`src/rtl/button_pkg.sv`:
```
// button_pkg: shared types and default constants for the push-button conditioner.
//   state_t              - debounce FSM state encoding (2 bits)
//   DEF_DEBOUNCE_CYCLES  - default stability window (40 ms at 12 MHz)
//   DEF_LONG_CYCLES      - default long-press hold time (1 s at 12 MHz)
//   DEF_CNT_W            - default width of the stability and long-press counters
package button_pkg;

  typedef enum logic [1:0] {
    S_RELEASED     = 2'd0,
    S_PRESS_WAIT   = 2'd1,
    S_PRESSED      = 2'd2,
    S_RELEASE_WAIT = 2'd3
  } state_t;

  localparam int DEF_DEBOUNCE_CYCLES = 480000;
  localparam int DEF_LONG_CYCLES     = 12000000;
  localparam int DEF_CNT_W           = 24;

endpackage

```
`src/rtl/sync_2ff.sv`:
```
// sync_2ff: two-flop synchroniser for a single asynchronous input.
//   RST_VAL  - value both flops take in reset (idle level of the pin)
//   clk      - destination clock
//   rst      - asynchronous, active-high reset
//   d        - asynchronous input
//   q        - synchronised output, two clk edges behind d
module sync_2ff #(
  parameter logic RST_VAL = 1'b0
) (
  input  logic clk,
  input  logic rst,
  input  logic d,
  output logic q
);

  logic sync1;

  always_ff @(posedge clk or posedge rst) begin
    if (rst) begin
      sync1 <= RST_VAL;
      q     <= RST_VAL;
    end else begin
      sync1 <= d;
      q     <= sync1;
    end
  end

endmodule

```
`src/rtl/button_debounce.sv`:
```
// button_debounce: turns a raw, bouncing, active-low push-button pin into a
// clean debounced level plus single-cycle press / release / long-press events.
//   clk            - system clock
//   rst            - asynchronous, active-high reset
//   btn_n          - raw button pin, low = pressed, asynchronous to clk
//   level          - debounced state, 1 = pressed
//   press          - one-cycle pulse when a press is accepted
//   release_pulse  - one-cycle pulse when a release is accepted
//                    (named this way because "release" is a reserved word)
//   long_press     - one-cycle pulse, once per press, LONG_CYCLES after press
// Build option: define LONG_PRESS_EN to build the long-press counter; without
// it long_press is tied low and LONG_CYCLES has no effect.
module button_debounce
  import button_pkg::*;
#(
  parameter int DEBOUNCE_CYCLES = DEF_DEBOUNCE_CYCLES,
  parameter int LONG_CYCLES     = DEF_LONG_CYCLES,
  parameter int CNT_W           = DEF_CNT_W
) (
  input  logic clk,
  input  logic rst,
  input  logic btn_n,
  output logic level,
  output logic press,
  output logic release_pulse,
  output logic long_press
);

  // Reject configurations the counters cannot represent.
  if (DEBOUNCE_CYCLES < 2 || DEBOUNCE_CYCLES > (2**CNT_W) - 1 ||
      LONG_CYCLES < 2 || LONG_CYCLES > (2**CNT_W) - 1) begin : g_bad_cfg
    $error("button_debounce: DEBOUNCE_CYCLES/LONG_CYCLES out of range for CNT_W");
  end

  localparam logic [CNT_W-1:0] DB_LAST = CNT_W'(DEBOUNCE_CYCLES - 1);

  logic             sync2;
  logic             btn;
  state_t           state;
  logic [CNT_W-1:0] cnt;

  // Idle level of the pin is high, so the synchroniser resets to "released".
  sync_2ff #(.RST_VAL(1'b1)) u_sync (
    .clk (clk),
    .rst (rst),
    .d   (btn_n),
    .q   (sync2)
  );

  assign btn = ~sync2;

  // Any disagreement with the stable state that does not persist for the whole
  // window drops back to the stable state, so the next edge restarts the count.
  always_ff @(posedge clk or posedge rst) begin
    if (rst) begin
      state         <= S_RELEASED;
      cnt           <= '0;
      level         <= 1'b0;
      press         <= 1'b0;
      release_pulse <= 1'b0;
    end else begin
      press         <= 1'b0;
      release_pulse <= 1'b0;
      case (state)
        S_RELEASED: begin
          if (btn) begin
            state <= S_PRESS_WAIT;
            cnt   <= '0;
          end
        end
        S_PRESS_WAIT: begin
          if (!btn) begin
            state <= S_RELEASED;
          end else if (cnt == DB_LAST) begin
            state <= S_PRESSED;
            press <= 1'b1;
            level <= 1'b1;
          end else begin
            cnt <= cnt + 1'b1;
          end
        end
        S_PRESSED: begin
          if (!btn) begin
            state <= S_RELEASE_WAIT;
            cnt   <= '0;
          end
        end
        S_RELEASE_WAIT: begin
          if (btn) begin
            state <= S_PRESSED;
          end else if (cnt == DB_LAST) begin
            state         <= S_RELEASED;
            release_pulse <= 1'b1;
            level         <= 1'b0;
          end else begin
            cnt <= cnt + 1'b1;
          end
        end
        default: begin
          state <= S_RELEASED;
          cnt   <= '0;
          level <= 1'b0;
        end
      endcase
    end
  end

`ifdef LONG_PRESS_EN
  localparam logic [CNT_W-1:0] LONG_LAST = CNT_W'(LONG_CYCLES - 1);

  logic [CNT_W-1:0] lcnt;
  logic             lp_done;  // long_press already fired for this press

  // lcnt parks at LONG_LAST; lp_done keeps the pulse to one per press.
  always_ff @(posedge clk or posedge rst) begin
    if (rst) begin
      lcnt       <= '0;
      lp_done    <= 1'b0;
      long_press <= 1'b0;
    end else begin
      long_press <= 1'b0;
      if (!level) begin
        lcnt    <= '0;
        lp_done <= 1'b0;
      end else if (lcnt != LONG_LAST) begin
        lcnt <= lcnt + 1'b1;
      end else if (!lp_done) begin
        long_press <= 1'b1;
        lp_done    <= 1'b1;
      end
    end
  end
`else
  assign long_press = 1'b0;
`endif

endmodule

```
`config.mk`:
```
export PLATFORM = sky130hd
export DESIGN_NAME = button_debounce
export DESIGN_NICKNAME = d
export VERILOG_FILES = /design/src/rtl/button_pkg.sv /design/src/rtl/sync_2ff.sv /design/src/rtl/button_debounce.sv
export SDC_FILE = /design/constraint.sdc
export NUM_CORES = 1
export LEC_CHECK = 0
export CORE_ASPECT_RATIO = 1.1
export CORE_MARGIN = 5
export CORE_UTILIZATION = 25
export CTS_CLUSTER_DIAMETER = 120
export CTS_CLUSTER_SIZE = 16
export DETAILED_ROUTE_END_ITERATION = 12
export PLACE_DENSITY_LB_ADDON = 0.08
export SETUP_SLACK_MARGIN = 0.15
export SKIP_CTS_REPAIR_TIMING = 1
export SLEW_MARGIN = 30
export SYNTH_ARGS = -nofsm -noshare
export SYNTH_HDL_FRONTEND = slang
export SYNTH_SLANG_ARGS = --single-unit
```
`constraint.sdc`:
```
create_clock -name clk -period 2 [get_ports clk]
set_input_delay 0.4 -clock clk [delete_from_list [all_inputs] [get_ports clk]]
set_output_delay 0.4 -clock clk [all_outputs]
set_load 0.02 [all_outputs]
```
==> metrics.json <==
{
  "floorplanning": {
    "die_w_um": 89.87,
    "floorplan.initialDensity_pct": 25.33,
    "chipHeight_um": 97.86,
    "floorplan.io_pins": 7,
    "coreArea_um2": 6927,
    "std_cell_rows": 32,
    "die_area_um2": 8794
  },
  "grt": {
    "antenna_found_initial": 0,
    "grt_pass1_vias": 1536,
    "top_usage_layer": "met2",
    "grt_first_pass_wirelength_mm": 7.852,
    "use_met1_pct": 14.03,
    "global_route.overflow_total": 0,
    "global_route.usage.met2_pct": 18.24,
    "grt_usage_pct": 10.99,
    "m3_gr_usage_pct": 2.388,
    "grt_start_max_net_pins": 32
  },
  "drt": {
    "drt_pass1_iterations": 4,
    "dr_total_vias": 1585,
    "postRouteAntennaNets": 0,
    "wl_per_cell_um": 15.40,
    "drc": 0,
    "finalWirelength_mm": 4.713,
    "routed_vias_inst": 5.180,
    "detail_route.iter0.violations": 65
  },
  "critical_path": {
    "worst_ep_required_time_ns": 2.17,
    "worst_setup_path_startpoint": "cnt[11]$_DFFE_PP0P_",
    "class_of_the_most_critical_setup_path": "reg2reg",
    "worst-endpoint-arrival_ns": 1.95,
    "critical_path.reg2reg.startpoint": "cnt[11]$_DFFE_PP0P_",
    "crit_path_start_kind": "flip-flop",
    "timing.critical_path.fanout_max": 8,
    "cp-end-kind": "flip-flop"
  },
  "final_layout": {
    "most-common-layout-cells": "buf_4 (30), nand2_1 (28), dfrtp_1 (26)",
    "final_layout_size_suffix_gt1_share_pct": 25.34,
    "final_core_util_pct": 32.23,
    "final_nets": 224,
    "n_antenna_cell": 0,
    "area_delta_synth_final_pct": 27.25,
    "fillers": 710,
    "layout.cells.most_common": "buf_4"
  },
  "power_and_ir_drop": {
    "internal_power_uw": 931.6,
    "power.net_switching_uw": 308.9,
    "seq_power_share_pct": 52.6,
    "power.density_cell_area_nw_per_um2": 555.8,
    "combinational_cell_fraction_of_total_power_pct": 9.3,
    "switching_share_pct": 24.90,
    "power_mw": 1.241,
    "irDropWorstVdd_mv": 0.2916,
    "leakage_nw": 0.9404,
    "pwr-share-clk_pct": 38.1
  },
  "timing": {
    "hold_viol": 0,
    "final.period_utilization_pct": 89.10,
    "finalSetupViolCount": 0,
    "finalSetupTns_ns": 0,
    "unrepaired_setup_endpoints_after_global_routing": "no",
    "fin_worst_skew_ns": 0.006769,
    "fmaxAchievable_mhz": 561.2,
    "holdWs_ns": 0.3567,
    "period_minus_slack_ns": 1.782,
    "slew_violations": 0
  },
  "place": {
    "place_hpwl_mm": 3.293,
    "final_estimated_routing_congestion_in_global_placement": 0.7685,
    "port-buffer-count": 5
  },
  "clock_network": {
    "clk_pin_slew_ns": 0.07,
    "cts_root_buffer": "clkbuf_8",
    "htree_levels": 2,
    "cts_max_path_buffers": 2,
    "tritoncts.num_buffers": 5,
    "clkSinkCount": 31,
    "cts_tree": "built",
    "worst_skew_pair_latency_ns": 0.28
  },
  "logic_synthesis": {
    "post_synth.cell_area_avg_um2": 9.233,
    "syn-instance-count": 190,
    "synth_top_flop_cell": "dfrtp_1",
    "postSynthNetCount": 194,
    "ys.warnings.count": 0,
    "synth_seq_area_share_pct": 44.37,
    "synth_enable_flop_cells": 0,
    "ys_ff_latch": 31,
    "library_cells_used_by_synthesis": 43,
    "postSynth.asyncResetShare_pct": 100.0,
    "netlist_area_before_placement_um2": 1754
  },
  "min_path": {
    "worst_hold_startpoint": "u_sync.sync1$_DFF_PP1_",
    "min-delay-path-class": "reg2reg"
  },
  "status": {
    "run_status": "finished clean"
  },
  "job": {
    "drv_cap": 0
  }
}
==> final cells by class <==
| type | count | area [um^2] | share of cell area, % |
|---|---|---|---|
| well taps | 85 | 106.4 | 4.765 |
| clock buffers | 7 | 76.32 | 3.419 |
| inverters | 5 | 18.77 | 0.8408 |
| repair buffers | 36 | 286.5 | 12.84 |
| flip-flops and latches | 31 | 782.0 | 35.03 |
| multi-input cells | 141 | 957.2 | 42.88 |
| clock inverters | 1 | 5.005 | 0.2242 |
==> metal layers <==
metal	routed length (um)	vias to the layer above
met3	134	8
met4	82	0
met5	0	-
met1	2187	787
met2	2308	28
li1	-	762
==> flip-flops by register name, summed over array words and instances (netlist names), named ones only <==
signal and count:
cnt 24, state 1, u_sync.sync1 1, level 1
release_pulse 1, u_sync.q 1, press 1
==> path summary, 6_finish.rpt <==
path | cells past startpoint | endpoint | slack, ns
min in group asynchronous | 3 | cnt[14]$_DFFE_PP0P_ | 0.51
max in group asynchronous | 3 | cnt[20]$_DFFE_PP0P_ | 1.15
worst min register to register | 0 | u_sync.q$_DFF_PP1_ | 0.36
worst max register to register | 6 | level$_DFFE_PP0P_ | 0.22
worst max-delay path | 6 | level$_DFFE_PP0P_ | 0.22
worst min-delay path | 0 | u_sync.q$_DFF_PP1_ | 0.36
==> cell families after synthesis <==
| group | after synthesis | share of synthesized area, % |
|---|---|---|
| other cells | 1 | 0.2138 |
| simple gates | 78 | 25.46 |
| flops | 31 | 44.37 |
| xor+xnor | 3 | 1.498 |
| mux | 6 | 3.424 |
| fa+ha+maj | 1 | 0.7132 |
| buf+inv | 18 | 4.565 |
| compound gates | 52 | 19.76 |
==> cell usage after synthesis (4+ instances only) <==
cell type	instances	area (um^2)
inv_1	5	18.77
a21oi_1	7	35.03
a21o_1	4	30.03
buf_2	4	20.02
nand4_1	8	50.05
and3_1	4	25.02
o21ai_0	14	70.07
clkbuf_1	7	26.28
nor4_1	4	25.02
dfrtp_1	29	725.7
nand3_1	6	30.03
nand2_1	28	105.1
nor2_1	10	37.54
mux2i_1	6	60.06
o41ai_1	4	35.03
and4_1	5	43.79
==> power groups by stage <==
stage                     clock, mW  combinational (mW)  sequential [mW]
final                         0.473               0.115            0.653
after CTS                     0.503              0.0991            0.649
after floorplan                   0              0.0576            0.661
after global placement            0              0.0977            0.660
after detailed placement          0              0.0989            0.661
after global routing          0.532               0.132            0.654
==> through the flow <==
step                      instances  cell area, um^2  worst slack [ns]
after floorplan                 190             1754            0.1381
after global placement          290             2029            0.1114
after detailed placement        290             2029           0.04577
after CTS                       298             2111           0.03044
after global routing            306             2232            0.1352
final                           306             2232            0.2181
==> worst max-delay path: stages, from the launching register on <==
cell     delay [ns]
dfrtp_2        0.44
nor4b_2        0.27
nand2_1        0.15
nor4_4         0.31
buf_6          0.18
nand2_4        0.06
a211o_1        0.25
No activity file was read; power rests on OpenSTA's default activity.
